--- src/rtl/ysyx_23060042_lsu_pkg.sv ---
// Shared types for the ysyx_23060042 load/store unit.
//   lsu_size_e  : access size encoding carried on req_size (2'b11 is reserved)
//   lsu_state_e : LSU control FSM states
//   access_err  : flags reserved sizes and misaligned half/word addresses
package ysyx_23060042_pkg;

   typedef enum logic [1:0] {
      SZ_B = 2'b00,
      SZ_H = 2'b01,
      SZ_W = 2'b10
   } lsu_size_e;

   typedef enum logic [1:0] {
      IDLE,
      REQ,
      WAIT,
      RESP
   } lsu_state_e;

   function automatic logic access_err(input logic [1:0] size, input logic [1:0] off);
      logic err;
      case (size)
         SZ_B:    err = 1'b0;
         SZ_H:    err = off[0];
         SZ_W:    err = (off != 2'b00);
         default: err = 1'b1;
      endcase
      return err;
   endfunction

endpackage

--- src/rtl/ysyx_23060042_lsu_align.sv ---
// Combinational lane logic for the LSU.
//   st_size/st_off/st_wdata -> st_wstrb/st_lanes : store strobes and
//                               lane-replicated store data for the bus word
//   ld_size/ld_off/ld_unsigned/ld_rdata -> ld_data : load byte/half/word
//                               extraction with sign or zero extension
module ysyx_23060042_lsu_align
   import ysyx_23060042_pkg::*;
(
   input  logic [1:0]  st_size,
   input  logic [1:0]  st_off,
   input  logic [31:0] st_wdata,
   output logic [3:0]  st_wstrb,
   output logic [31:0] st_lanes,
   input  logic [1:0]  ld_size,
   input  logic [1:0]  ld_off,
   input  logic        ld_unsigned,
   input  logic [31:0] ld_rdata,
   output logic [31:0] ld_data
);

   logic [31:0] shifted;

   always_comb begin
      st_wstrb = '0;
      st_lanes = st_wdata;
      case (st_size)
         SZ_B: begin
            st_wstrb = 4'b0001 << st_off;
            st_lanes = {4{st_wdata[7:0]}};
         end
         SZ_H: begin
            st_wstrb = 4'b0011 << st_off;
            st_lanes = {2{st_wdata[15:0]}};
         end
         SZ_W: begin
            st_wstrb = 4'hF;
            st_lanes = st_wdata;
         end
         default: begin
            st_wstrb = '0;
            st_lanes = st_wdata;
         end
      endcase
   end

   always_comb begin
      shifted = ld_rdata >> {ld_off, 3'b000};
      case (ld_size)
         SZ_B:    ld_data = {{24{~ld_unsigned & shifted[7]}}, shifted[7:0]};
         SZ_H:    ld_data = {{16{~ld_unsigned & shifted[15]}}, shifted[15:0]};
         default: ld_data = ld_rdata;
      endcase
   end

endmodule

--- src/rtl/ysyx_23060042_lsu.sv ---
// Load/store unit between the EXU and a word-addressed data memory.
//   req_*  : one byte/half/word access per request, accepted in IDLE
//   resp_* : one-cycle completion pulse with extended load data or error
//   mem_*  : req/gnt/rvalid bus; request fields held stable until mem_gnt
// TIMEOUT bounds the cycles spent in REQ+WAIT before aborting with an error.
module ysyx_23060042_lsu
   import ysyx_23060042_pkg::*;
#(
   parameter int unsigned TIMEOUT = 255
) (
   input  logic        clk,
   input  logic        rst,
   input  logic        req_valid,
   output logic        req_ready,
   input  logic [31:0] req_addr,
   input  logic        req_wen,
   input  logic [1:0]  req_size,
   input  logic        req_unsigned,
   input  logic [31:0] req_wdata,
   output logic        resp_valid,
   output logic [31:0] resp_rdata,
   output logic        resp_err,
   output logic        mem_req,
   input  logic        mem_gnt,
   output logic [31:0] mem_addr,
   output logic        mem_we,
   output logic [3:0]  mem_wstrb,
   output logic [31:0] mem_wdata,
   input  logic        mem_rvalid,
   input  logic [31:0] mem_rdata
);

   localparam logic [16:0] TO_LIMIT = 17'(TIMEOUT);

   lsu_state_e  state;
   logic [1:0]  lat_off;
   logic [1:0]  lat_size;
   logic        lat_uns;
   logic        lat_wen;
   logic        lat_err;
   logic [15:0] cnt;

   logic [3:0]  st_wstrb;
   logic [31:0] st_lanes;
   logic [31:0] ld_data;
   logic        timed_out;
   logic        bad_req;

   ysyx_23060042_lsu_align u_align (
      .st_size     (req_size),
      .st_off      (req_addr[1:0]),
      .st_wdata    (req_wdata),
      .st_wstrb    (st_wstrb),
      .st_lanes    (st_lanes),
      .ld_size     (lat_size),
      .ld_off      (lat_off),
      .ld_unsigned (lat_uns),
      .ld_rdata    (mem_rdata),
      .ld_data     (ld_data)
   );

   // The counter holds completed REQ/WAIT cycles; the current cycle is the
   // TIMEOUT-th one when the incremented value reaches the limit.
   assign timed_out = ({1'b0, cnt} + 17'd1) == TO_LIMIT;
   assign bad_req   = access_err(req_size, req_addr[1:0]);

   always_ff @(posedge clk) begin
      if (rst) begin
         state      <= IDLE;
         req_ready  <= 1'b1;
         resp_valid <= 1'b0;
         resp_rdata <= '0;
         resp_err   <= 1'b0;
         mem_req    <= 1'b0;
         mem_addr   <= '0;
         mem_we     <= 1'b0;
         mem_wstrb  <= '0;
         mem_wdata  <= '0;
         cnt        <= '0;
         lat_off    <= '0;
         lat_size   <= '0;
         lat_uns    <= 1'b0;
         lat_wen    <= 1'b0;
         lat_err    <= 1'b0;
      end else begin
         resp_valid <= 1'b0;
         resp_err   <= 1'b0;
         resp_rdata <= '0;
         case (state)
            IDLE: begin
               if (req_valid) begin
                  lat_off   <= req_addr[1:0];
                  lat_size  <= req_size;
                  lat_uns   <= req_unsigned;
                  lat_wen   <= req_wen;
                  lat_err   <= bad_req;
                  req_ready <= 1'b0;
                  cnt       <= '0;
                  state     <= REQ;
                  if (bad_req) begin
                     mem_req   <= 1'b0;
                     mem_we    <= 1'b0;
                     mem_wstrb <= '0;
                  end else begin
                     mem_req   <= 1'b1;
                     mem_addr  <= {req_addr[31:2], 2'b00};
                     mem_we    <= req_wen;
                     mem_wstrb <= req_wen ? st_wstrb : 4'b0000;
                     mem_wdata <= req_wen ? st_lanes : '0;
                  end
               end
            end
            REQ: begin
               // A rejected access spends its REQ cycle with the bus idle so
               // that its response lands with the same latency as a fast hit.
               if (lat_err) begin
                  state      <= RESP;
                  resp_valid <= 1'b1;
                  resp_err   <= 1'b1;
               end else if (mem_gnt && mem_rvalid) begin
                  mem_req    <= 1'b0;
                  state      <= RESP;
                  resp_valid <= 1'b1;
                  resp_rdata <= lat_wen ? '0 : ld_data;
               end else if (timed_out) begin
                  mem_req    <= 1'b0;
                  state      <= RESP;
                  resp_valid <= 1'b1;
                  resp_err   <= 1'b1;
               end else if (mem_gnt) begin
                  mem_req <= 1'b0;
                  cnt     <= cnt + 16'd1;
                  state   <= WAIT;
               end else begin
                  cnt <= cnt + 16'd1;
               end
            end
            WAIT: begin
               if (mem_rvalid) begin
                  state      <= RESP;
                  resp_valid <= 1'b1;
                  resp_rdata <= lat_wen ? '0 : ld_data;
               end else if (timed_out) begin
                  state      <= RESP;
                  resp_valid <= 1'b1;
                  resp_err   <= 1'b1;
               end else begin
                  cnt <= cnt + 16'd1;
               end
            end
            RESP: begin
               state     <= IDLE;
               req_ready <= 1'b1;
               lat_err   <= 1'b0;
            end
            default: begin
               state     <= IDLE;
               req_ready <= 1'b1;
            end
         endcase
      end
   end

endmodule

--- config.mk ---
export PLATFORM = sky130hd
export DESIGN_NAME = ysyx_23060042_lsu
export DESIGN_NICKNAME = d
export VERILOG_FILES = /design/src/rtl/ysyx_23060042_lsu_pkg.sv /design/src/rtl/ysyx_23060042_lsu_align.sv /design/src/rtl/ysyx_23060042_lsu.sv
export SDC_FILE = /design/constraint.sdc
export NUM_CORES = 1
export LEC_CHECK = 0
export BUFFER_PORTS_ARGS = -buffer_cell sky130_fd_sc_hd__buf_4
export CAP_MARGIN = 20
export CORE_ASPECT_RATIO = 1.75
export CORE_MARGIN = 4
export CORE_UTILIZATION = 54
export CTS_CLUSTER_DIAMETER = 80
export DETAILED_ROUTE_END_ITERATION = 6
export PLACE_DENSITY = 0.85
export SYNTH_ARGS = -nofsm -noshare
export SYNTH_HDL_FRONTEND = slang
export SYNTH_HIERARCHICAL = 1
export SYNTH_SLANG_ARGS = --single-unit
--- constraint.sdc ---
create_clock -name clk -period 4 [get_ports clk]
set_clock_uncertainty 0.2 [all_clocks]
set_input_delay 0.2 -clock clk [delete_from_list [all_inputs] [get_ports clk]]
set_output_delay 0.2 -clock clk [all_outputs]
set_load 0.02 [all_outputs]
After elaboration in Yosys (flattened, before gate mapping)
Index checks and enable logic that the tools add are counted.
Word-level totals
  flip-flop bits (word level): 128
  bits of input ports: 105
  output and inout bits: 105
Operators by class
  $add $sub $neg: 2
  equal/unequal tests: 14
  shift operators: 3
  muxes and demuxes: 47
  bitwise operators: 4
  reduce and logical (&&, ||, !) cells: 14
Operators by type and width (count)
  32-bit one-hot mux with 2 select lines: 3
  32-bit two-way mux: 5
  16-bit two-way mux: 5
  16-bit one-hot mux with 3 select lines: 1
  32-bit by 5-bit right shift with 16-bit output: 1
  16-bit by 1-bit adder with 17-bit output (second input constant): 1
  17-bit by 8-bit == test with 1-bit output (second input constant): 1
  16-bit by 1-bit adder with 16-bit output (second input constant): 1
  1-bit two-way mux: 16
  2-bit two-way mux: 7
  4-bit one-hot mux with 3 select lines: 1
  1-bit one-hot mux with 2 select lines: 5
  4-bit two-way mux: 2
  2-bit inequality test (second input constant): 4
  2-bit one-hot mux with 4 select lines: 1
  2-bit by 1-bit == test with 1-bit output (second input constant): 3
  2-bit == test (second input constant): 3
  2-bit zero test: 3
  3-bit AND reduction: 2
  2-bit nonzero test: 3
  5-bit inequality test (second input constant): 1
  5-bit AND reduction: 1
  4-bit inequality test (second input constant): 1
  2-bit AND reduction: 2
  9 further kinds: 11

Depth between registers and ports, before layout
Gate-level depths: netlist of the first run.
  word-level depth: 7
  mapped depth: 10
  gate-level depth less buffers: 8

By module
Netlist of the first run, hierarchy kept.
Modules (own cells, without submodules)
  ysyx_23060042_lsu: instances 1, cells each 556, area each 4918.5 um2, sequential area each 2562.5 um2
  ysyx_23060042_lsu_align: instances 1, cells each 176, area each 1219.9 um2, sequential area each 0.0 um2

Worst setup path after synthesis of the first run
Ideal clock, no wire load.
  path kind: register to register
  start point: register cnt[0]
  end point: register state[0]
  library setup time: 88 ps
  arrival time: 2219 ps
  slack: 1493 ps
  stages on the path, launching flop included: 9
  buffers on the path: 1
  clock period less this slack: 2507 ps
  cells stage by stage: dfxtp_1 -> ha_1 -> nand3_2 -> or3_4 -> a2111oi_4 -> and4_1 -> buf_6 -> a2111oi_2 -> nor4_2
Between the ends
  cells in the longest elaborated chain, start to end: 6
  elaborated cells between the ends (all ways): 9
  classes of those cells: add/sub (1); eq/ne (3); mux (4); reduce/logical (1)
Ends and longest elaborated chain
  from (decl): RTL line ysyx_23060042_lsu.sv:41  | logic [15:0] cnt;
  from (signal assigned): RTL line ysyx_23060042_lsu.sv:132  | cnt <= cnt + 16'd1;
  from (signal assigned): RTL line ysyx_23060042_lsu.sv:135  | cnt <= cnt + 16'd1;
  from (signal assigned): RTL line ysyx_23060042_lsu.sv:148  | cnt <= cnt + 16'd1;
  16-bit by 1-bit adder with 17-bit output *: RTL line ysyx_23060042_lsu.sv:64  | assign timed_out = ({1'b0, cnt} + 17'd1) == TO_LIMIT;
  17-bit by 8-bit == test with 1-bit output *: RTL line ysyx_23060042_lsu.sv:64
  2-bit two-way mux: RTL line ysyx_23060042_lsu.sv:125  | end else if (timed_out) begin
  2-bit two-way mux: RTL line ysyx_23060042_lsu.sv:120  | end else if (mem_gnt && mem_rvalid) begin
  2-bit two-way mux: RTL line ysyx_23060042_lsu.sv:116  | if (lat_err) begin
  2-bit one-hot mux with 4 select lines: RTL line ysyx_23060042_lsu.sv:89  | case (state)
  to (signal assigned): RTL line ysyx_23060042_lsu.sv:117  | state <= RESP;
  to (signal assigned): RTL line ysyx_23060042_lsu.sv:122  | state <= RESP;
  to (signal assigned): RTL line ysyx_23060042_lsu.sv:127  | state <= RESP;
  to (decl): RTL line ysyx_23060042_lsu.sv:35  | lsu_state_e state;
Every way passes the cells marked *; elsewhere a longest branch is shown, timed or not.
A chain may end at the register's enable or synchronous reset.

Worst setup path in the final report of the first run
Ends and elaborated chain as after synthesis.

==> results.toml, run 1 <==
[worst_setup_path]
crit_type = "reg -> reg"
path_cells = "ha_1 -> nand3_2 -> or3_4 -> a2111oi_4 -> and4_1 -> a2111oi_2 -> nor4_2"
start_kind = "register"
regToRegStartpoint = "cnt[0]"
cp.arrival_ns = 3.05
startpoint = "cnt[0]"
crit_path_max_incr_delay_ns = 0.48
worst-path-max-fanout = 10
r2r_slack_ns = 1.06
crit_path_top_delay_cell = "and4_1"
endpoint_kind = "register"
critPathRequiredTime_ns = 4.11

[detailed_routing]
vias = 6855
drt_first_pass_iters = 7
antenna_left = 0
wl_microns = 23100
wl_per_cell_microns = 20.3
drc = 6
first_iter_violations = 546
viasPerCell = 6.02

[clock_tree]
cts-htree-levels = 4
clockBufferDepth = 2
cts_tree = "yes"
clk_pin_slew_worst_paths_ns = 0.06
cts_sinks = 128
root_buffer = "clkbuf_16"
numCtsBuffers = 17
clkLatencyLatePin_ns = 0.40
postCtsSetupBuffers = 0

[sta]
grt_setup_unrepaired = "no"
period_minus_slack_ns = 2.94
period_share_pct = 73.4
timing.final.hold_violations = 0
slew_headroom_pct = 37.7
tns_ns = 0
worstMarginPinSlew_ns = 0.930
slew_violations = 0
fmax_mhz = 341
setup_viol = 0
fin_ws_ns = 1.06

[run_status]
violations = "DRC"
outcome = "complete, but fails checks"

[power_and_ir_drop]
p_leak_uw = 0.00396
powerDensity_nw_per_um2 = 486
finalPower_uw = 4470
ir_drop_uv = 436

[die]
die_w_microns = 88.6
start_util_pct = 55.3
core-area_sq_um = 11100
die_h_microns = 149
fp.dieArea_sq_um = 13200
ios = 210
std_cell_rows = 51

[yosys]
synth_edf_count = 0
ys_types = 66
synth_cells = 732
synthTopCellsByArea = "dfxtp_1 42%, nand2_1 7.9%, a22oi_1 5.0%"
yosysWarnings = 6
synth_area_per_cell_sq_um = 8.39
synth_common_cells = "130 x nand2_1, 128 x dfxtp_1, 55 x nor2_1"
syn_area_sq_um = 6140
synth_most_common_cell = "nand2_1"
yosysSeqAreaShare_pct = 41.7
yosysTopAreaCellShare_pct = 41.7
synth.largest_area_cell = "dfxtp_1"
synth_ff_type = "dfxtp_1"
async_reset_ff_share_pct = 0
synth-seq-cells = 128

[cells_and_area]
drive_gt1_share_pct = 27.9
final_area_sq_um = 9190
area_growth_pct = 49.8
finalNonFillerCells = 1138
final_nets = 1105
n_antenna_cell = 0

[placement]
port_buffers = 207
dpl.hpwl_microns = 13800
dp_slack_ns = 1.11
globalplace.congestion = 0.917
placed_cell_area_sq_um = 7620
placed_cells = 1013

[flow_run]
drv_cap = 0

[global_route]
grt_pass1_wl_microns = 35500
antenna_found_initial = 0
grt_pass1_vias = 7182
overflow = 0
grtUsageTotal_pct = 34.7
grt_start_max_net_pins = 89

[hold_path]
hold_path_class = "in -> reg"
hp-start = "req_wdata[30]"
-- sequential cells by signal, summed over array words and instances, names as in the netlist --
signal	count
mem_wdata	32
resp_rdata	32
mem_addr	30
cnt	16
mem_wstrb	4
lat_off	2
lat_size	2
state	2
lat_err	1
lat_uns	1
lat_wen	1
mem_req	1
mem_we	1
req_ready	1
resp_err	1
resp_valid	1
-- cell type report --
cell class,count,area [sq um]
Clock buffer,20,447
Multi-Input combinational cell,527,3240
Inverter,13,48.8
Fill cell,605,1910
Tap cell,132,165
Clock inverter,11,164
Sequential cell,128,2560
Timing Repair Buffer,307,2570
-- worst paths after layout --
| path | end | cells past startpoint |
|---|---|---|
| worst max-delay path | state[0] | 7 |
| worst max register to register | state[0] | 7 |
| worst min-delay path | mem_wdata[30] | 5 |
| worst min register to register | mem_addr[9] | 2 |
-- through the flow --
step	util, %	hold WS [ns]
6_report	82.8	0.0106
5_1_grt	82.8	0.0252
4_1_cts	82.5	0.000400
3_5_place_dp	68.7	0.249
3_3_place_gp	68.5	0.243
2_1_floorplan	-	0.136
-- worst max-delay path: cells and delay by family (launching register included) --
family	cells	cell delay (ns)
simple gates	4	1.41
fa+ha+maj	1	0.28
flops	1	0.43
compound gates	2	0.53
-- cells by family (layout without fill, tap and decap cells) --
family | count (synthesis) | after routing | synth area share [%]
other | 1 | 2 | 0.0611
buffers and inverters | 78 | 351 | 5.79
adders and majority gates | 6 | 6 | 1.22
and+or+nand+nor | 284 | 284 | 22.5
xor gates and xnor gates | 3 | 3 | 0.428
muxes | 41 | 41 | 7.26
AOI/OAI and AO/OA | 191 | 191 | 21.0
DFF | 128 | 128 | 41.7
-- where the power goes --
part / total (uW) / switching [uW] / internal (uW)
logic: 1350 / 806 / 549
registers: 1500 / 113 / 1390
clock network: 1610 / 562 / 1050
total: 4470 / 1480 / 2990
-- routing by layer --
layer  wire length, microns  global-route usage, %  up-vias
met4                   1770                   24.4        0
met1                   7570                   34.1     3198
met2                  12000                   61.8      461
met5                      0                      0        -
met3                   1760                   7.68      126
li1                       -                      -     3070
-- layout by cell type, fill, tap and decap left out, types with 4 or more instances in the layout --
cell / instances
mux2i_1: 22
nand3_1: 9
nor2b_1: 4
nand3b_1: 9
o2bb2ai_1: 6
o211a_1: 8
nor3_1: 5
a22oi_1: 41
dfxtp_1: 128
o21ai_0: 32
and2_1: 36
o21ai_1: 10
clkbuf_16: 17
a22o_1: 6
dlygate4sd3_1: 93
mux2_2: 18
clkinv_2: 4
ha_1: 6
nor2_1: 55
inv_1: 11
a21oi_1: 52
bufinv_16: 4
or2_2: 4
nand2_1: 129
a31oi_1: 4
o31ai_1: 9
buf_4: 212
nand2b_1: 4
-- what timing repair did --
action	4_1_cts	5_1_grt
setup endpoints to repair	0	0
hold buffers	93	0
hold endpoints to repair	93	0
resized for setup	0	0
Note: power is estimated with default switching activity, not from simulation.
==> inputs of run 2 (changes only) <==
--- a/config.mk
+++ b/config.mk
@@ -9,10 +9,10 @@
 export CAP_MARGIN = 20
 export CORE_ASPECT_RATIO = 1.75
 export CORE_MARGIN = 4
-export CORE_UTILIZATION = 54
+export CORE_UTILIZATION = 51
 export CTS_CLUSTER_DIAMETER = 80
 export DETAILED_ROUTE_END_ITERATION = 6
-export PLACE_DENSITY = 0.85
+export PLACE_DENSITY = 0.81
 export SYNTH_ARGS = -nofsm -noshare
 export SYNTH_HDL_FRONTEND = slang
 export SYNTH_HIERARCHICAL = 1
==> constraint.sdc (replaced) <==
create_clock -name clk -period 3.1 [get_ports clk]
set_clock_uncertainty 0.2 [all_clocks]
set_input_delay 0.155 -clock clk [delete_from_list [all_inputs] [get_ports clk]]
set_output_delay 0.155 -clock clk [all_outputs]
set_load 0.02 [all_outputs]
==> results.toml, run 2 (synthesis gave the netlist of run 1 again) <==
[run_status]
outcome = "complete, but fails checks"
violations = "DRC"

[global_route]
grt_pass1_vias = 7286
antenna_found_initial = 0
grt.busiest_layer = "met2"
grt.met3_usage_pct = 8.07
overflow = 0
grt_pass1_wl_microns = 36500
grt.met2_usage_pct = 59.2
grt_start_max_net_pins = 75
grtUsageTotal_pct = 32.6
grt_use_met1_pct = 31.3

[clock_tree]
cts_sinks = 128
cts_tree = "yes"
postCtsSetupBuffers = 0
clkLatencyLatePin_ns = 0.41
clockBufferDepth = 2
root_buffer = "clkbuf_16"
numCtsBuffers = 17
clk_pin_slew_worst_paths_ns = 0.06
cts-htree-levels = 4

[power_and_ir_drop]
ir_drop_uv = 473
powerDensity_nw_per_um2 = 622
finalPower_uw = 5890
p_leak_uw = 0.00412

[placement]
globalplace.congestion = 0.906
dpl.hpwl_microns = 13700
placed_cell_area_sq_um = 7650
port_buffers = 207

[detailed_routing]
antenna_left = 0
wl_per_cell_microns = 20.0
drt_first_pass_iters = 7
vias = 7013
viasPerCell = 5.98
wl_microns = 23400
drc = 1
first_iter_violations = 449

[sta]
slew_headroom_pct = 45.9
fmax_mhz = 338
tns_ns = 0
period_share_pct = 95.5
whs_ns = 0.0331
worstMarginPinSlew_ns = 0.811
period_minus_slack_ns = 2.96
timing.final.hold_violations = 0
setup_viol = 0
grt_setup_unrepaired = "no"
slew_violations = 0

[cells_and_area]
final_util_pct = 81.3
drive_gt1_share_pct = 27.9
reg_top3 = "mem_wdata (32), resp_rdata (32), mem_addr (30)"
final_nets = 1133
multiInputGateArea_sq_um = 3240
final_area_sq_um = 9470
num-fill-cells = 647
mostFrequentLayoutCells = "218 x buf_4, 129 x nand2_1, 128 x dfxtp_1, 117 x dlygate4sd3_1, 55 x nor2_1"
regArea_sq_um = 2560
area_growth_pct = 54.2
final_common_cell = "buf_4"

[die]
core-area_sq_um = 11600
start_util_pct = 52.7
die_h_microns = 153
std_cell_rows = 52
ios = 210
die_w_microns = 90.9
fp.dieArea_sq_um = 13900

[hold_path]
hold_path_class = "in -> reg"

[worst_setup_path]
worst-path-max-fanout = 33
endpoint_kind = "register"
cp.arrival_ns = 3.05
critPathRequiredTime_ns = 3.19
start_kind = "primary input"
crit_type = "in -> reg"

[flow_run]
drv_cap = 0
run 2: changes by cell type in the layout (fill, tap and decap cells not counted), moves of 2 or more:
cell,previous run,this run
clkbuf_1,2,0
diode_2,0,2
dlygate4sd3_1,93,117
inv_6,0,4
clkinv_4,1,3
clkinv_2,4,2
buf_4,212,218
run 2: cell type report:
cell class	instances	area share (%)
well taps	135	1.78
clock buffers	17	4.49
inverters	13	0.515
repair buffers	335	29.7
clock inverters	15	2.18
multi-input cells	527	34.2
flip-flops and latches	128	27.1
diodes	2	0.0529
run 2: per-layer routing:
| layer | share of wire (%) | up-vias |
|---|---|---|
| met2 | 52 | 490 |
| met3 | 8.9 | 134 |
| li1 | - | 3129 |
| met1 | 32 | 3260 |
| met4 | 7.3 | 0 |
| met5 | 0 | - |
run 2: repair_timing:
action / 4_1_cts / 5_1_grt
hold buffers: 117 / 0
setup endpoints to repair: 0 / 13
hold endpoints to repair: 103 / 0
resized for setup: 0 / 2
run 2: through the flow:
step                      std cells  setup slack [ns]
after CTS                      1170            0.0934
after detailed placement       1021             0.223
after floorplan                 733             0.593
final                          1172             0.141
after global placement         1021             0.365
after global routing           1170            0.0508
run 2: where the power goes:
| group | switching, uW | internal [uW] | total (uW) |
|---|---|---|---|
| logic | 1090 | 750 | 1840 |
| registers | 118 | 1790 | 1900 |
| clock network | 785 | 1360 | 2140 |
run 2: path summary, 6_finish.rpt:
kind	from	endpoint	slack [ns]	cells after the start
min reg2reg	mem_addr[17]	mem_addr[17]	0.26	2
min	mem_gnt	resp_valid	0.03	5
max	req_size[1]	mem_addr[8]	0.14	9
max reg2reg	state[0]	mem_addr[8]	0.16	8
run 2: critical path: stages:
cell and delay [ns]:
dlygate4sd3_1 0.54, buf_4 0.24, o21a_1 0.15, o22ai_1 0.46
nand2_4 0.36, buf_4 0.35, nand2_1 0.13, a21oi_1 0.08
dlygate4sd3_1 0.56
==> inputs of run 3 (changes only) <==
--- a/config.mk
+++ b/config.mk
@@ -12,7 +12,7 @@
 export CORE_UTILIZATION = 51
 export CTS_CLUSTER_DIAMETER = 80
 export DETAILED_ROUTE_END_ITERATION = 6
-export PLACE_DENSITY = 0.81
+export PLACE_DENSITY = 0.85
 export SYNTH_ARGS = -nofsm -noshare
 export SYNTH_HDL_FRONTEND = slang
 export SYNTH_HIERARCHICAL = 1
==> results.toml, run 3 (synthesis gave the netlist of run 1 again) <==
[detailed_routing]
drc = 0
vias = 7069
wl_per_cell_microns = 20.6
viasPerCell = 6.07
antenna_left = 0
drt_first_pass_iters = 7
wl_microns = 24000
first_iter_violations = 653

[sta]
timing.final.hold_violations = 0
period_share_pct = 93.0
slew_violations = 0
period_minus_slack_ns = 2.88
tns_ns = 0
slew_headroom_pct = 37.3
fmax_mhz = 347
setup_viol = 0
worstMarginPinSlew_ns = 0.941
grt_setup_unrepaired = "no"
fin_ws_ns = 0.217

[die]
ios = 210
die_w_microns = 90.9
die_h_microns = 153
fp.dieArea_sq_um = 13900
start_util_pct = 52.7
core-area_sq_um = 11600
std_cell_rows = 52

[clock_tree]
clk_pin_slew_worst_paths_ns = 0.06
clockBufferDepth = 2
cts_tree = "yes"
ctsResizeCount = 0
root_buffer = "clkbuf_16"
cts-htree-levels = 4
numCtsBuffers = 17
clkLatencyLatePin_ns = 0.41
cts_sinks = 128

[global_route]
antenna_found_initial = 0
overflow = 0
grt_pass1_vias = 7311
grtUsageTotal_pct = 34.0
grt_pass1_wl_microns = 37800
grt_start_max_net_pins = 89

[worst_setup_path]
cp.arrival_ns = 3.00
start_kind = "register"
crit_type = "reg -> reg"
critPathRequiredTime_ns = 3.22
worst-path-max-fanout = 10
endpoint_kind = "register"

[flow_run]
drv_cap = 0

[cells_and_area]
finalNonFillerCells = 1165
num-fill-cells = 601
final_nets = 1129
area_growth_pct = 53.6
final_common_cell = "buf_4"
drive_gt1_share_pct = 28.1
final_util_pct = 81.0
mostFrequentLayoutCells = "220 x buf_4, 129 x nand2_1, 128 x dfxtp_1, 111 x dlygate4sd3_1, 55 x nor2_1"
n_antenna_cell = 0
reg_top3 = "mem_wdata (32), resp_rdata (32), mem_addr (30)"

[power_and_ir_drop]
p_leak_uw = 0.00408
ir_drop_uv = 456
powerDensity_nw_per_um2 = 637

[hold_path]
hold_path_class = "in -> reg"

[placement]
placed_cells = 1023
port_buffers = 207
globalplace.congestion = 0.911
dp_slack_ns = 0.256
dpl.hpwl_microns = 13000

[run_status]
outcome = "finished clean"
[run 3: area by class of cell]
cell class	count	area [sq um]	area share [%]
inverter	13	48.8	0.517
sequential	128	2560	27.2
clock inverter	14	228	2.41
tap	135	169	1.79
multi-input combinational	527	3240	34.3
clock buffer	17	425	4.51
timing repair buffer	331	2760	29.3
[run 3: repair_timing]
item / CTS / global route
hold buffers: 111 / 0
setup buffers: 0 / 0
hold endpoints to repair: 105 / 0
[run 3: report_power, final]
group | switching (uW) | total [uW] | internal [uW]
Sequential | 118 | 1910 | 1790
Combinational | 1120 | 1870 | 746
Clock | 795 | 2240 | 1440
[run 3: through the flow]
stage	power (uW)	area, sq um	hold WS (ns)
after global placement	3520	7670	0.202
final	6010	9430	0.0328
after CTS	5890	9430	0.0113
after global routing	6250	9430	0.0474
after detailed placement	3540	7670	0.210
after floorplan	2980	6140	0.0910
[run 3: metal layers]
layer	global-route usage (%)	vias up	routed length, microns
li1	-	3117	-
met1	33.6	3283	7720
met2	59.5	513	12300
met3	9.25	156	2030
met4	26.0	0	2040
met5	0	-	0
[run 3: critical path, stage by stage (launching register included)]
cell	delay [ns]
dfxtp_1	0.42
ha_1	0.26
nand3_2	0.21
or3_4	0.44
a2111oi_4	0.36
and4_1	0.47
a2111oi_2	0.14
nor4_2	0.28
[run 3: final timing paths]
path	cells after the start	slack, ns	from	endpoint
max	7	0.22	cnt[0]	state[0]
min	3	0.03	rst	req_ready
max reg2reg	7	0.22	cnt[0]	state[0]
min reg2reg	2	0.26	mem_addr[29]	mem_addr[29]
